<file path="src/rtl/multicycle_divider.sv">
// Iterative signed restoring divider: one shift-and-subtract step per clock,
// start strobe in, single-cycle ready pulse out. Truncating quotient.
module multicycle_divider #(
  parameter int WIDTH = 32
) (
  input  logic             clock,
  input  logic             reset_n,
  input  logic [WIDTH-1:0] data_operandA,
  input  logic [WIDTH-1:0] data_operandB,
  input  logic             ctrl_DIV,
  output logic [WIDTH-1:0] data_result,
  output logic [WIDTH-1:0] data_remainder,
  output logic             data_exception,
  output logic             data_resultRDY
);

  localparam int CW = $clog2(WIDTH) + 1;
  localparam logic [CW-1:0] LAST = CW'(WIDTH);
  localparam logic [WIDTH-1:0] MIN_NEG = {1'b1, {(WIDTH-1){1'b0}}};

  typedef enum logic [1:0] {IDLE, BUSY, DONE} state_t;
  state_t state, stateNext;

  logic [CW-1:0]    count;
  logic [WIDTH-1:0] quo, rem, divisorMag;
  logic             signA, signB, divZero, ovf;

  logic [WIDTH:0]   magAExt, magBExt, shifted, trial;
  logic             zeroIn, ovfIn, finish;

  // Magnitudes are formed one bit wider so negating the most negative value
  // is exact; the low WIDTH bits then hold it as an unsigned number.
  assign magAExt = data_operandA[WIDTH-1] ? -{1'b1, data_operandA} : {1'b0, data_operandA};
  assign magBExt = data_operandB[WIDTH-1] ? -{1'b1, data_operandB} : {1'b0, data_operandB};
  assign zeroIn  = (data_operandB == '0);
  assign ovfIn   = (data_operandA == MIN_NEG) && (data_operandB == '1);
  assign finish  = (state == BUSY) && (count == LAST);

  // Partial remainder stays below |B|, so one extra bit covers the trial sign.
  assign shifted = {rem, quo[WIDTH-1]};
  assign trial   = shifted - {1'b0, divisorMag};

  always_ff @(posedge clock) begin
    if (!reset_n) state <= IDLE;
    else          state <= stateNext;
  end

  always_comb begin
    stateNext = state;
    if (ctrl_DIV)    stateNext = BUSY;
    else if (finish) stateNext = DONE;
  end

  always_ff @(posedge clock) begin
    if (!reset_n) begin
      count          <= '0;
      quo            <= '0;
      rem            <= '0;
      divisorMag     <= '0;
      signA          <= 1'b0;
      signB          <= 1'b0;
      divZero        <= 1'b0;
      ovf            <= 1'b0;
      data_result    <= '0;
      data_remainder <= '0;
      data_exception <= 1'b0;
      data_resultRDY <= 1'b0;
    end else begin
      data_resultRDY <= 1'b0;
      if (finish) begin
        data_resultRDY <= 1'b1;
        if (divZero) begin
          data_result    <= '0;
          data_remainder <= rem;
          data_exception <= 1'b1;
        end else if (ovf) begin
          data_result    <= MIN_NEG;
          data_remainder <= '0;
          data_exception <= 1'b1;
        end else begin
          data_result    <= (signA ^ signB) ? -quo : quo;
          data_remainder <= signA ? -rem : rem;
          data_exception <= 1'b0;
        end
      end
      if (ctrl_DIV) begin
        // Special operands skip the iterations and finish on the next edge;
        // a divide-by-zero parks the raw dividend in rem for the output.
        signA      <= data_operandA[WIDTH-1];
        signB      <= data_operandB[WIDTH-1];
        divZero    <= zeroIn;
        ovf        <= ovfIn;
        quo        <= magAExt[WIDTH-1:0];
        divisorMag <= magBExt[WIDTH-1:0];
        rem        <= zeroIn ? data_operandA : '0;
        count      <= (zeroIn || ovfIn) ? LAST : '0;
      end else if (state == BUSY && !finish) begin
        if (!trial[WIDTH]) begin
          rem <= trial[WIDTH-1:0];
          quo <= {quo[WIDTH-2:0], 1'b1};
        end else begin
          rem <= shifted[WIDTH-1:0];
          quo <= {quo[WIDTH-2:0], 1'b0};
        end
        count <= count + 1'b1;
      end
    end
  end

endmodule
</file>
<file path="config.mk">
export PLATFORM = sky130hd
export DESIGN_NAME = multicycle_divider
export DESIGN_NICKNAME = d
export VERILOG_FILES = /design/src/rtl/multicycle_divider.sv
export SDC_FILE = /design/constraint.sdc
export NUM_CORES = 1
export LEC_CHECK = 0
export CAP_MARGIN = 20
export CORE_MARGIN = 2
export CORE_UTILIZATION = 50
export CTS_CLUSTER_SIZE = 8
export DETAILED_ROUTE_END_ITERATION = 7
export HOLD_SLACK_MARGIN = 0.12
export PLACE_DENSITY = 0.76
export SKIP_LAST_GASP = 1
export SLEW_MARGIN = 20
export SYNTH_ARGS = -nofsm -noshare
export SYNTH_HDL_FRONTEND = slang
export SYNTH_SLANG_ARGS = --single-unit
</file>
<file path="constraint.sdc">
create_clock -name clock -period 3.2 [get_ports clock]
set_clock_uncertainty 0.05 [all_clocks]
set_input_delay 0.32 -clock clock [delete_from_list [all_inputs] [get_ports clock]]
set_output_delay 0.32 -clock clock [all_outputs]
set_load 0.005 [all_outputs]
</file>
======== Yosys cells after proc, flatten, opt, wreduce, memory -nomap -nowiden ========
Index checks and enable logic that the tools add are counted.
operators by class
  bitwise gates (word level) .............. 2
  equality and inequality tests ........... 4
  multiplexer cells ....................... 23
  reductions and logical operators ........ 9
  add/sub/neg operators ................... 6
operators with widths
  kind                                                  count
  two-way mux 32 bit                                    14
  negator 32 bit                                        4
  equality test 32 bit (second input constant)          2
  subtractor 33 x 32 -> 33 bit                          1
  logical NOT 32 bit                                    1
  two-way mux 6 bit                                     3
  adder 6 x 1 -> 6 bit (second input constant)          1
  equality test 6 bit (second input constant)           1
  two-way mux 1 bit                                     6
  nonzero test 2 bit                                    2
  logical AND 1 bit                                     3
  equality test 2 x 1 -> 1 bit (second input constant)  1
  OR reduction 2 bit                                    1
  logical NOT 1 bit                                     1
  logical OR 1 bit                                      1
  inverter 1 bit                                        1
  bitwise XOR 1 bit                                     1
storage, ports and cells
  bits of input ports ..................... 67
  word-level logic and storage cells ...... 58
  output and inout port bits .............. 66
  register bits after elaboration ......... 174

======== Depth between registers and ports, before layout ========
  depth in word-level cells ............... 6
  depth in mapped cells ................... 14
  gate-level depth less buffers ........... 12

======== Worst setup path before layout ========
Ideal clock, no wire load.
  path type ............................... register to register
  from .................................... register quo[31]
  to ...................................... register rem[21]
  setup time .............................. 0.138 ns
  setup slack ............................. -0.200 ns
  data arrival time ....................... 3.212 ns
  period minus slack after synthesis ...... 3.400 ns
  buffers on the path ..................... 2
  cell stages (with the launch flop) ...... 15
  data required time ...................... 3.012 ns
  cells stage by stage .................... dfxtp_1 inv_1 ha_1 fa_1 nor2b_1 o21ai_0 o21ai_0 a21oi_1 a2111o_1 o31ai_1 or2_2 clkbuf_1 buf_1 mux2i_1 a31oi_1
on the way
  cells in the longest elaborated chain, start to end .. 4
RTL lines
  what                          RTL line  RTL
  start, declared               25        logic [WIDTH-1:0] quo, rem, divisorMag;
  start signal, assigned        93        quo <= magAExt[WIDTH-1:0];
  start signal, assigned        100       quo <= {quo[WIDTH-2:0], 1'b1};
  start signal, assigned        103       quo <= {quo[WIDTH-2:0], 1'b0};
  subtractor 33 x 32 -> 33 bit  41        assign trial = shifted - {1'b0, divisorMag};
  two-way mux 32 bit            98        if (!trial[WIDTH]) begin
  two-way mux 32 bit            97        end else if (state == BUSY && !finish) begin
  two-way mux 32 bit            86        if (ctrl_DIV) begin
  end signal, assigned          95        rem <= zeroIn ? data_operandA : '0;
  end signal, assigned          99        rem <= trial[WIDTH-1:0];
  end signal, assigned          102       rem <= shifted[WIDTH-1:0];
  end, declared                 25
No other way between the ends. The select of a mux whose other input is x is not followed.
A chain may end at the register's enable or synchronous reset.

======== Worst setup path after layout ========
  from .................................... register quo[31]
  to ...................................... register rem[27]
The elaborated chain is that of the path after synthesis.

==> results.toml <==
[setup_path]
start_kind = "register"
end_kind = "register"
cp_max_fo = 5
startpoint = "quo[31]$_SDFFE_PN0P_"
reg2reg_from = "quo[31]$_SDFFE_PN0P_"
worstSetupPathType = "register to register"
cp.arrival_ns = 3.34
required_ns = 3.39

[drt]
remaining_drc_errors = 0
via_per_inst = 5.99
dr.pass1.iters = 5
ant_nets = 0
wl_per_cell_um = 18.2
num_vias = 11800
drt-total-wl_mm = 35.9
drtIter0Drc = 1057

[power]
p_leak_nw = 5.62
seqPwrFrac_pct = 34.7
p_sw_mw = 2.44
switching_share_pct = 35.1
power_density_nw_per_um2 = 483
power_mw = 6.96
clkPwrFrac_pct = 31.9
p_int_mw = 4.52
power_frac_comb_pct = 33.4
vdd_drop_max_uv = 380

[clock_tree]
clkLatencyLatePin_ns = 0.44
clockRootBuffer = "clkbuf_16"
cts_tree = "built"
cts_buffer_depth = 2
clk_pin_slew_ns = 0.07
hold_buffers = 0
h-tree-depth = 4
cts.sinks = 174
cts_buffers = 17

[floorplan]
die-height_um = 154
rows = 54
core_sq_um = 22000
die_area_sq_um = 23800
initial_core_util_pct = 51.3
io_pins = 133
die_x_um = 154

[logic_synthesis]
yosys.area_share.simple_pct = 21.6
synth_seq_area_share_pct = 30.9
synthAdderAreaFrac_pct = 4.51
syn-cell-area_sq_um = 11300
async_flop_share_pct = 0
syn_avg_cell_area_sq_um = 7.58
synth_top_family_by_area = "compound AO/OA/AOI/OAI gates"
synth_compound_area_share_pct = 25.1
synth_xor_area_share_pct = 11.7
syn_nets = 1594
synth_seq_cells = 174
synth_mux_area_share_pct = 1.34
synthCells = 1487
yosys_warnings = 0
synth-edff-count = 0
ys.flop_type = "dfxtp_1"
yosysUniqueCellTypes = 63

[cells_and_area]
areaGrowthSynthToFinish_pct = 27.8
fin_nets = 1789
diodes = 0
final_cells = 1975
drive_gt1_share_pct = 12.3
fillers = 1871

[grt]
use_met1_pct = 40.1
grt_pass1_vias = 11000
use_met3_pct = 5.13
grt_use_total_pct = 30.0
antenna_found_initial = 0
grt_pass1_wl_mm = 57.8
met2_usage_pct = 48.8
gr-max-usage-layer = "met2"
grt_max_degree = 80
grt.overflow.total = 0

[sta]
relSlewSlack_pct = 24.1
setup_slack_ns = 0.0510
rsz0062_at_grt = "yes"
min_period_ns = 3.15
drv_slew = 0
timing.final.crit_share_pct = 98.4
hold_violations = 0
setup_violations = 0
tightest_slew_ns = 1.13
hold_ws_ns = 0.403
max_freq_mhz = 318

[place]
dp_slack_ns = -0.355
dp_hpwl_mm = 26.5
dpl.cell_count = 1940
gp_congestion = 0.940
io_buffers = 132

[hold_path]
min_path_type = "register to register"
worstHoldStart = "data_remainder[29]$_SDFFE_PN0P_"

[run_status]
status = "finished, final reports clean"

[flow_run]
maxCapViolCount = 0
-- final timing paths --
path	end	slack [ns]	cells after the start
worst max register to register	rem[27]$_SDFFE_PN0P_	0.05	15
worst min register to register	data_remainder[29]$_SDFFE_PN0P_	0.40	2
worst max-delay path	rem[27]$_SDFFE_PN0P_	0.05	15
worst min-delay path	data_remainder[29]$_SDFFE_PN0P_	0.40	2
-- flip-flops by register name, summed over array words and instances (netlist names) --
name / cells
signB: 1
data_result: 32
quo: 32
signA: 1
count: 6
state: 2
ovf: 1
divZero: 1
data_resultRDY: 1
data_remainder: 32
rem: 32
data_exception: 1
divisorMag: 32
-- area by class of cell --
| cell class | count | area (sq um) | area share (%) |
|---|---|---|---|
| inverter | 57 | 215 | 1.49 |
| timing repair buffer | 265 | 2370 | 16.4 |
| multi-input combinational | 1167 | 7360 | 51.1 |
| clock buffer | 18 | 429 | 2.98 |
| clock inverter | 14 | 196 | 1.36 |
| tap | 280 | 350 | 2.43 |
| sequential | 174 | 3490 | 24.2 |
-- cell usage in the layout (no fill, tap or decap), types with 5 or more instances in the layout --
cell type,instances
nand2_1,189
dfxtp_1,171
nor2_1,170
clkdlybuf4s50_1,131
buf_4,130
o21ai_0,93
xnor2_1,79
a21oi_1,78
xor2_1,71
inv_1,55
a22oi_1,43
a31oi_1,39
ha_1,37
a211oi_1,34
o31ai_1,29
nor4_1,26
nor3_1,25
a311oi_1,22
clkbuf_16,17
o41ai_1,15
or3_1,14
mux2i_1,14
nand3_1,13
nand2b_1,13
o211ai_1,12
nor2b_1,11
a21o_1,11
nand4_1,11
or4_1,10
and3_1,8
and2_1,8
o21a_1,7
o211a_1,5
o21ai_1,5
-- power groups by stage --
stage / clock network (mW) / registers [mW] / logic (mW)
after floorplan: 0 / 2.43 / 1.42
after global placement: 0 / 2.45 / 2.18
after detailed placement: 0 / 2.46 / 2.21
after CTS: 2.24 / 2.41 / 2.24
after global routing: 2.34 / 2.43 / 2.53
final: 2.22 / 2.41 / 2.33
-- worst max-delay path, cell delays in order, from the launching register on --
cell	delay (ns)
dfxtp_2	0.33
inv_1	0.07
ha_2	0.20
fa_2	0.35
nor2b_2	0.16
o21ai_2	0.08
o21ai_2	0.20
a21oi_2	0.11
buf_4	0.16
a2111o_1	0.38
o31ai_2	0.08
or2_4	0.20
buf_12	0.10
buf_4	0.13
mux2i_1	0.21
a31oi_1	0.14
-- metal layers --
layer | wire [um] | vias to the layer above
met5 | 0 | -
met4 | 1170 | 0
met3 | 2550 | 93
met2 | 16300 | 500
met1 | 15800 | 5517
li1 | - | 5727
-- timing repair --
action	CTS	global route
buffers inserted	2	2
endpoints found under the hold margin	0	0
gates resized for setup	5	27
endpoints found under the setup margin	8	36
pin swaps	4	8
-- cells by family (layout without fill, tap and decap cells) --
| kind of cell | after synthesis | in the layout |
|---|---|---|
| simple gates | 530 | 530 |
| xor+xnor | 150 | 150 |
| flops | 174 | 174 |
| mux | 15 | 15 |
| fa+ha+maj | 40 | 40 |
| buf+inv | 146 | 354 |
| compound gates | 432 | 432 |
-- synthesized netlist by cell type (27+ instances only) --
cell      instances  area [sq um]
a211oi_1         35           263
a21oi_1          81           405
a22oi_1          43           323
a31oi_1          39           244
clkbuf_1         75           282
dfxtp_1         174          3480
ha_1             39           488
inv_1            57           214
nand2_1         189           709
nor2_1          171           642
nor4_1           27           169
o21ai_0         100           500
o31ai_1          30           225
xnor2_1          79           692
xor2_1           71           622
-- per-stage QoR --
stage / cell area (sq um) / utilization [%] / TNS, ns
floorplan: 11300 / - / 0
global placement: 13700 / 62.2 / -6.24
detailed placement: 13700 / 62.2 / -7.48
CTS: 14300 / 65.2 / -0.000971
global route: 14400 / 65.6 / -0.211
finish: 14400 / 65.6 / 0
Note: power is estimated with default switching activity, not from simulation.
